--- src/rtl/mpp_pkg.sv ---
// -----------------------------------------------------------------------------
// mpp_pkg
// Shared definitions for the mpp core and its program store: controller state
// encoding, default no-operation opcode, program address width and the index
// of the program-read strobe within the core's out_signals bus.
// -----------------------------------------------------------------------------
package mpp_pkg;

  localparam int         PROG_ADDR_W    = 16;    // core program address width
  localparam int         PROG_RD_BIT    = 1;     // out_signals bit driving prog_rd
  localparam logic [7:0] NOP_OPCODE_DEF = 8'h00; // opcode for empty / unmapped space

  typedef enum logic [1:0] {
    ST_IDLE = 2'd0,   // waiting for a read request or a loader session
    ST_WAIT = 2'd1,   // read accepted, counting wait states
    ST_LOAD = 2'd2    // loader session active
  } state_e;

endpackage : mpp_pkg

--- src/rtl/mpp_prog_rom_if.sv ---
// -----------------------------------------------------------------------------
// mpp_prog_rom_if
// Bundles the program-read port (towards the mpp core) and the byte-stream
// loader port of mpp_prog_rom.
//   master : core / loader side (drives prog_rd, program_addr, load_*)
//   slave  : program store side (drives instruction, status and loader flow)
// -----------------------------------------------------------------------------
interface mpp_prog_rom_if #(
  parameter int ADDR_W = 8
);
  logic                            prog_rd;       // read strobe, level
  logic [mpp_pkg::PROG_ADDR_W-1:0] program_addr;  // read address
  logic [7:0]                      instruction;   // opcode to core
  logic                            instr_valid;   // one-cycle update pulse
  logic                            busy;          // read in wait states or loading
  logic                            load_en;       // loader session request
  logic                            load_valid;    // loader byte present
  logic [7:0]                      load_data;     // loader byte
  logic                            load_ready;    // byte can be accepted
  logic                            load_full;     // every location written
  logic [ADDR_W:0]                 load_count;    // bytes written this session

  modport master (
    output prog_rd, program_addr, load_en, load_valid, load_data,
    input  instruction, instr_valid, busy, load_ready, load_full, load_count
  );

  modport slave (
    input  prog_rd, program_addr, load_en, load_valid, load_data,
    output instruction, instr_valid, busy, load_ready, load_full, load_count
  );

endinterface : mpp_prog_rom_if

--- src/rtl/mpp_prog_ram.sv ---
// -----------------------------------------------------------------------------
// mpp_prog_ram
// DEPTH x 8 program array with one write port and one registered read port.
// The read register only updates when i_re is high, so read data holds while
// the controller counts wait states.
// Ports:
//   clk      in  clock
//   i_we     in  write enable
//   i_waddr  in  write address
//   i_wdata  in  write data
//   i_re     in  read enable (captures mem[i_raddr] on the edge)
//   i_raddr  in  read address
//   o_rdata  out registered read data
// -----------------------------------------------------------------------------
module mpp_prog_ram #(
  parameter int         ADDR_W = 8,
  parameter logic [7:0] INIT   = 8'h00
) (
  input  logic              clk,
  input  logic              i_we,
  input  logic [ADDR_W-1:0] i_waddr,
  input  logic [7:0]        i_wdata,
  input  logic              i_re,
  input  logic [ADDR_W-1:0] i_raddr,
  output logic [7:0]        o_rdata
);

  localparam int DEPTH = 2 ** ADDR_W;

  // NOTE: the array has no reset branch so it maps onto block RAM and keeps
  // its contents across a reset; only the power-up fill value is given.
  logic [7:0] r_mem [DEPTH] = '{default: INIT};
  logic [7:0] r_rdata       = INIT;

  always_ff @(posedge clk) begin
    if (i_we) r_mem[i_waddr] <= i_wdata;
    if (i_re) r_rdata        <= r_mem[i_raddr];
  end

  assign o_rdata = r_rdata;

endmodule : mpp_prog_ram

--- src/rtl/mpp_prog_rom.sv ---
// -----------------------------------------------------------------------------
// mpp_prog_rom
// Program store in front of the mpp core. A rising edge on prog_rd requests
// the opcode at program_addr; it appears on instruction WAIT_STATES+1 clock
// edges later with a one-cycle instr_valid pulse. Addresses above the
// implemented range return NOP_OPCODE. While load_en is high the store is
// filled sequentially from address 0 through the byte-stream loader port.
// Ports:
//   clk  in  clock, all state on the rising edge
//   rst  in  asynchronous active-high reset
//   bus  slave modport of mpp_prog_rom_if (read port + loader port)
// ADDR_W must be below 16 so that an out-of-range address field exists.
// -----------------------------------------------------------------------------
module mpp_prog_rom
  import mpp_pkg::*;
#(
  parameter int         ADDR_W      = 8,
  parameter int         WAIT_STATES = 1,
  parameter logic [7:0] NOP_OPCODE  = NOP_OPCODE_DEF
) (
  input  logic                 clk,
  input  logic                 rst,
  mpp_prog_rom_if.slave        bus
);

  localparam int             DEPTH      = 2 ** ADDR_W;
  localparam logic [3:0]     WS         = 4'(WAIT_STATES);
  localparam logic [ADDR_W:0] LAST_COUNT = (ADDR_W + 1)'(DEPTH - 1);

  state_e          r_state;
  logic            r_prog_rd_q;
  logic [3:0]      r_wait_cnt;
  logic            r_oob;
  logic [7:0]      r_instruction;
  logic            r_instr_valid;
  logic            r_busy;
  logic            r_load_ready;
  logic            r_load_full;
  logic [ADDR_W:0] r_load_count;

  logic            w_rd_req;
  logic            w_rd_accept;
  logic            w_wr_en;
  logic            w_addr_oob;
  logic [7:0]      w_ram_q;

  assign w_rd_req    = bus.prog_rd & ~r_prog_rd_q;
  // A loader request in IDLE wins over a read request in the same cycle.
  assign w_rd_accept = (r_state == ST_IDLE) & ~bus.load_en & w_rd_req;
  // The exit cycle of a session (load_en low) never writes.
  assign w_wr_en     = (r_state == ST_LOAD) & bus.load_en & bus.load_valid & r_load_ready;
  assign w_addr_oob  = |bus.program_addr[PROG_ADDR_W-1:ADDR_W];

  // The write pointer is the low part of load_count: both start at 0 on
  // session entry and advance together, and writes stop once full.
  mpp_prog_ram #(
    .ADDR_W (ADDR_W),
    .INIT   (NOP_OPCODE)
  ) u_ram (
    .clk     (clk),
    .i_we    (w_wr_en),
    .i_waddr (r_load_count[ADDR_W-1:0]),
    .i_wdata (bus.load_data),
    .i_re    (w_rd_accept),
    .i_raddr (bus.program_addr[ADDR_W-1:0]),
    .o_rdata (w_ram_q)
  );

  // NOTE: all state uses non-blocking assignments so every register samples
  // the pre-edge values regardless of statement order in this block.
  always_ff @(posedge clk or posedge rst) begin
    if (rst) begin
      r_state       <= ST_IDLE;
      r_prog_rd_q   <= 1'b0;
      r_wait_cnt    <= 4'd0;
      r_oob         <= 1'b0;
      r_instruction <= NOP_OPCODE;
      r_instr_valid <= 1'b0;
      r_busy        <= 1'b0;
      r_load_ready  <= 1'b0;
      r_load_full   <= 1'b0;
      r_load_count  <= '0;
    end else begin
      r_prog_rd_q   <= bus.prog_rd;
      r_instr_valid <= 1'b0;
      case (r_state)
        ST_IDLE: begin
          if (bus.load_en) begin
            r_state      <= ST_LOAD;
            r_load_count <= '0;
            r_load_full  <= 1'b0;
            r_load_ready <= 1'b1;
            r_busy       <= 1'b1;
          end else if (w_rd_req) begin
            // With zero wait states WAIT lasts a single cycle and the read
            // is not reported as busy.
            r_state    <= ST_WAIT;
            r_oob      <= w_addr_oob;
            r_wait_cnt <= WS;
            r_busy     <= (WS != 4'd0);
          end
        end
        ST_WAIT: begin
          if (r_wait_cnt == 4'd0) begin
            r_instruction <= r_oob ? NOP_OPCODE : w_ram_q;
            r_instr_valid <= 1'b1;
            r_busy        <= 1'b0;
            r_state       <= ST_IDLE;
          end else begin
            r_wait_cnt <= r_wait_cnt - 4'd1;
          end
        end
        ST_LOAD: begin
          if (!bus.load_en) begin
            r_state      <= ST_IDLE;
            r_load_ready <= 1'b0;
            r_busy       <= 1'b0;
          end else if (w_wr_en) begin
            r_load_count <= r_load_count + 1'b1;
            if (r_load_count == LAST_COUNT) begin
              r_load_full  <= 1'b1;
              r_load_ready <= 1'b0;
            end
          end
        end
        default: r_state <= ST_IDLE;
      endcase
    end
  end

  assign bus.instruction = r_instruction;
  assign bus.instr_valid = r_instr_valid;
  assign bus.busy        = r_busy;
  assign bus.load_ready  = r_load_ready;
  assign bus.load_full   = r_load_full;
  assign bus.load_count  = r_load_count;

endmodule : mpp_prog_rom

--- src/flat_wrapper.sv ---
// flat-port wrapper written by rule: the top's interface ports become plain ports
module mpp_prog_rom_flat import mpp_pkg::*;
#(
  parameter int         ADDR_W      = 8,
  parameter int         WAIT_STATES = 1,
  parameter logic [7:0] NOP_OPCODE  = NOP_OPCODE_DEF
)
  (clk, rst, bus_prog_rd, bus_program_addr, bus_load_en, bus_load_valid, bus_load_data, bus_instruction, bus_instr_valid, bus_busy, bus_load_ready, bus_load_full, bus_load_count);
  mpp_prog_rom_if #(.ADDR_W(ADDR_W)) bus_i ();
  input  logic clk;
  input  logic rst;
  input wire logic [$bits(bus_i.prog_rd)-1:0] bus_prog_rd;
  input wire logic [$bits(bus_i.program_addr)-1:0] bus_program_addr;
  input wire logic [$bits(bus_i.load_en)-1:0] bus_load_en;
  input wire logic [$bits(bus_i.load_valid)-1:0] bus_load_valid;
  input wire logic [$bits(bus_i.load_data)-1:0] bus_load_data;
  output wire logic [$bits(bus_i.instruction)-1:0] bus_instruction;
  output wire logic [$bits(bus_i.instr_valid)-1:0] bus_instr_valid;
  output wire logic [$bits(bus_i.busy)-1:0] bus_busy;
  output wire logic [$bits(bus_i.load_ready)-1:0] bus_load_ready;
  output wire logic [$bits(bus_i.load_full)-1:0] bus_load_full;
  output wire logic [$bits(bus_i.load_count)-1:0] bus_load_count;
  assign bus_i.prog_rd = bus_prog_rd;
  assign bus_i.program_addr = bus_program_addr;
  assign bus_i.load_en = bus_load_en;
  assign bus_i.load_valid = bus_load_valid;
  assign bus_i.load_data = bus_load_data;
  assign bus_instruction = bus_i.instruction;
  assign bus_instr_valid = bus_i.instr_valid;
  assign bus_busy = bus_i.busy;
  assign bus_load_ready = bus_i.load_ready;
  assign bus_load_full = bus_i.load_full;
  assign bus_load_count = bus_i.load_count;
  mpp_prog_rom #(.ADDR_W(ADDR_W), .WAIT_STATES(WAIT_STATES), .NOP_OPCODE(NOP_OPCODE)) u_core (.clk(clk), .rst(rst), .bus(bus_i));
endmodule
--- config.mk ---
export PLATFORM = sky130hd
export DESIGN_NAME = mpp_prog_rom_flat
export DESIGN_NICKNAME = d
export VERILOG_FILES = /design/src/rtl/mpp_pkg.sv /design/src/rtl/mpp_prog_rom_if.sv /design/src/rtl/mpp_prog_ram.sv /design/src/rtl/mpp_prog_rom.sv /design/src/flat_wrapper.sv
export SDC_FILE = /design/constraint.sdc
export NUM_CORES = 2
export LEC_CHECK = 0
export CORE_MARGIN = 1
export CORE_UTILIZATION = 40
export DETAILED_ROUTE_END_ITERATION = 12
export DONT_BUFFER_PORTS = 1
export SYNTH_ARGS = -nofsm -noshare
export SYNTH_HDL_FRONTEND = slang
export SYNTH_SLANG_ARGS = --single-unit
--- constraint.sdc ---
create_clock -name clk -period 2.9 [get_ports clk]
set_input_delay 0.58 -clock clk [delete_from_list [all_inputs] [get_ports clk]]
set_output_delay 0.58 -clock clk [all_outputs]
set_load 0.005 [all_outputs]
==> qor.yml <==
setup_path:
  crit_type: "input port to flip-flop"
  cp-end-kind: "flip-flop"
  r2r_cells: 6
  worst_r2r_endpoint: "u_core.u_ram.r_mem[63][3]$_DFFE_PP_"
  required_ns: 3.47
  crit_path_start_kind: "input port"
  r2r_start: "u_core.r_state[0]$_DFFE_PP0P_"
  rrSetupSlack_ns: 0.09
  cp_max_fo: 481
  crit_arrival_ns: 4.32
sta:
  worst_slack_ns: -0.8405
  worst_pin_slew_ns: 2.534
  slew_viol_final: 258
  final_hold_viol_count: 0
  hold_ws_ns: 0.06282
  max_clock_freq_ghz: 0.2673
  period_needed_ns: 3.740
  maxSlewHeadroom_pct: -68.96
  post-route-period-util_pct: 129.0
  grt_setup_unrepaired: "true"
  setup_viol: 8
  clock_skew_ns: 0.03518
finish:
  nNetsFinal: 4400
  final_common_cell: "edfxtp_1"
  syn2layout_area_growth_pct: 15.98
  drive_gt1_share_pct: 27.61
  final_cell_mix: "edfxtp_1, mux4_2, buf_4, nor2_1, clkbuf_16"
  final_area_mm2: 0.09402
  finalNonFillerCells: 7189
power:
  p_total_mw: 61.42
  powerDensity_mw_per_mm2: 653.3
  vdd.ir_drop.worst_mv: 0.6630
  power_leakage_nw: 30.04
floorplan:
  die_w_um: 452.2
  start_util_pct: 40.43
  die_y_um: 452.2
  ios: 50
  dieArea_mm2: 0.2045
  coreArea_mm2: 0.2005
  rows: 164
synthesis:
  asyncSetResetFlopFracSynth_pct: 1.391
  synthDistinctLibCells: 60
  synth-edff-count: 2056
  synth.top_cell.area_share_pct: 76.16
  synth_area_mm2: 0.08106
  ys_top_cells_by_area: "edfxtp_1, mux4_2, a22oi_1"
  ys_warn_count: 0
  synth_seq_area_share_pct: 77.06
  synth_area_leader_cell: "edfxtp_1"
  synth_top_flop_cell: "edfxtp_1"
  netlist_instances: 3883
  synth_nets: 3922
  syn-mean-instance-area_um2: 20.88
  ys_ff_latch: 2085
global_routing:
  grt_pass1_vias: 40968
  grt_max_degree: 565
  antenna_found_initial: 14
  overflow: 0
  grt_usage_pct: 19.88
  grt_pass1_wl_um: 294200
clock_network:
  cts.sinks: 2085
  cts.htree.levels: 4
  cts_max_path_buffers: 3
  clk_pin_slew_ns: 0.07
  post_cts_buffers: 0
  cts_root_buffer: "clkbuf_16"
  cts_buffers: 204
  clock_latency_ns: 0.84
  cts_tree: "yes"
min_path:
  holdPathStages: 1
  min_path_type: "input port to flip-flop"
  hp-start: "bus_load_data[0]"
  hold_end: "u_core.u_ram.r_mem[209][0]$_DFFE_PP_"
detailed_routing:
  drt-total-wl_um: 212600
  vias_per_cell: 5.775
  via_count: 41516
  drc: 0
  antenna_left: 0
  avgRoutedWirePerCell_um: 29.58
  drt_pass1_iterations: 6
  dr.first_iter.drc_count: 5634
run_status:
  failed_checks: "max-slew violations, negative setup slack"
  status: "complete, but fails checks"
placement:
  place_area_mm2: 0.08676
  io_buffers: 0
  gp_congestion: 0.8134
  dpl.hpwl_um: 112800
  dp.cells: 6768
run:
  maxCapViolCount: 0
[worst max-delay path by stage]
stage	startpoint	endpoint	slack [ns]	cells after the start
after floorplan	bus_load_en	u_core.u_ram.r_mem[145][0]$_DFFE_PP_	0.16	7
after global placement	bus_program_addr[0]	u_core.u_ram.o_rdata[0]$_DFFE_PP_	-1.61	5
after detailed placement	bus_program_addr[0]	u_core.u_ram.o_rdata[4]$_DFFE_PP_	-1.16	7
after CTS	u_core.u_ram.r_mem[177][3]$_DFFE_PP_	u_core.u_ram.o_rdata[3]$_DFFE_PP_	0.05	6
after global routing	bus_program_addr[0]	u_core.u_ram.o_rdata[4]$_DFFE_PP_	-0.03	10
final	bus_program_addr[1]	u_core.u_ram.o_rdata[6]$_DFFE_PP_	-0.84	6
[report_power, final]
part / internal, mW / switching (mW) / leakage (nW) / total [mW]
Sequential: 33.2 / 0.0954 / 18.9 / 33.3
Combinational: 1.25 / 1.69 / 8.13 / 2.94
Clock: 13.9 / 11.3 / 3.06 / 25.2
[sequential cells by signal, indices dropped and copies added (netlist names)]
signal,flops
u_core.r_wait_cnt,4
u_core.r_state,2
u_core.r_prog_rd_q,1
u_core.bus.busy,1
u_core.bus.load_count,9
u_core.bus.instr_valid,1
u_core.bus.instruction,8
u_core.u_ram.o_rdata,8
u_core.bus.load_full,1
u_core.r_oob,1
u_core.u_ram.r_mem,2048
u_core.bus.load_ready,1
[critical path, cell delays in order]
cell and delay (ns):
mux4_2 1.41, a22o_1 0.23, a211oi_1 0.21, buf_4 0.14, o21a_1 0.40, nor4_1 0.12
[synth_stat cells, types with 14 or more instances]
cell,number
o221ai_1,25
buf_6,30
nor4_1,28
mux4_2,444
mux2i_1,118
clkbuf_1,111
edfxtp_1,2056
a21oi_1,93
o22ai_1,24
buf_2,47
nand2b_1,17
o21ai_0,48
a22oi_1,162
dfrtp_1,29
a211oi_1,26
nor2b_1,22
buf_4,20
nor3_1,14
nor2_1,285
nand2_1,76
nand3_1,25
[final cells by class]
type / count / area (um^2)
repair buffers: 509 / 4667
inverters: 13 / 48.80
flip-flops and latches: 2085 / 62460
clock buffers: 252 / 5391
diodes: 6 / 15.01
clock inverters: 120 / 884.6
multi-input cells: 1548 / 17220
well taps: 2656 / 3323
fillers: 16516 / 106500
[what timing repair did]
item | 4_1_cts | 5_1_grt
hold endpoints to repair | 1338 | 191
pin swaps | 0 | 1
resized for setup | 1 | 11
hold buffers | 14 | 15
cloned | 0 | 10
endpoints found under the setup margin | 1 | 20
[metal layers]
layer / global-route usage, % / vias to the layer above / share of wire (%)
met1: 29.61 / 22300 / 43
met3: 4.384 / 233 / 9.2
met4: 4.396 / 0 / 1.5
li1: - / 17190 / -
met2: 29.93 / 1793 / 46
met5: 0 / - / 0
[cell families after synthesis]
logic type | after synthesis | synth area share [%]
buffers and inverters | 250 | 1.886
multiplexers | 577 | 14.22
AO/OA/AOI/OAI | 445 | 3.782
XOR/XNOR | 6 | 0.06483
flip-flops | 2085 | 77.06
AND/OR/NAND/NOR | 510 | 2.832
adder cells (fa/ha/maj) | 10 | 0.1543
[through the flow]
step	setup TNS, ns	worst slack, ns	util, %
after floorplan	0	0.1562	-
after global placement	-7.038	-1.611	43.26
after detailed placement	-5.440	-1.156	43.28
after CTS	0	0.05065	46.53
after global routing	-0.1003	-0.02943	46.89
final	-4.795	-0.8405	46.90
No activity file was read; power rests on OpenSTA's default activity.
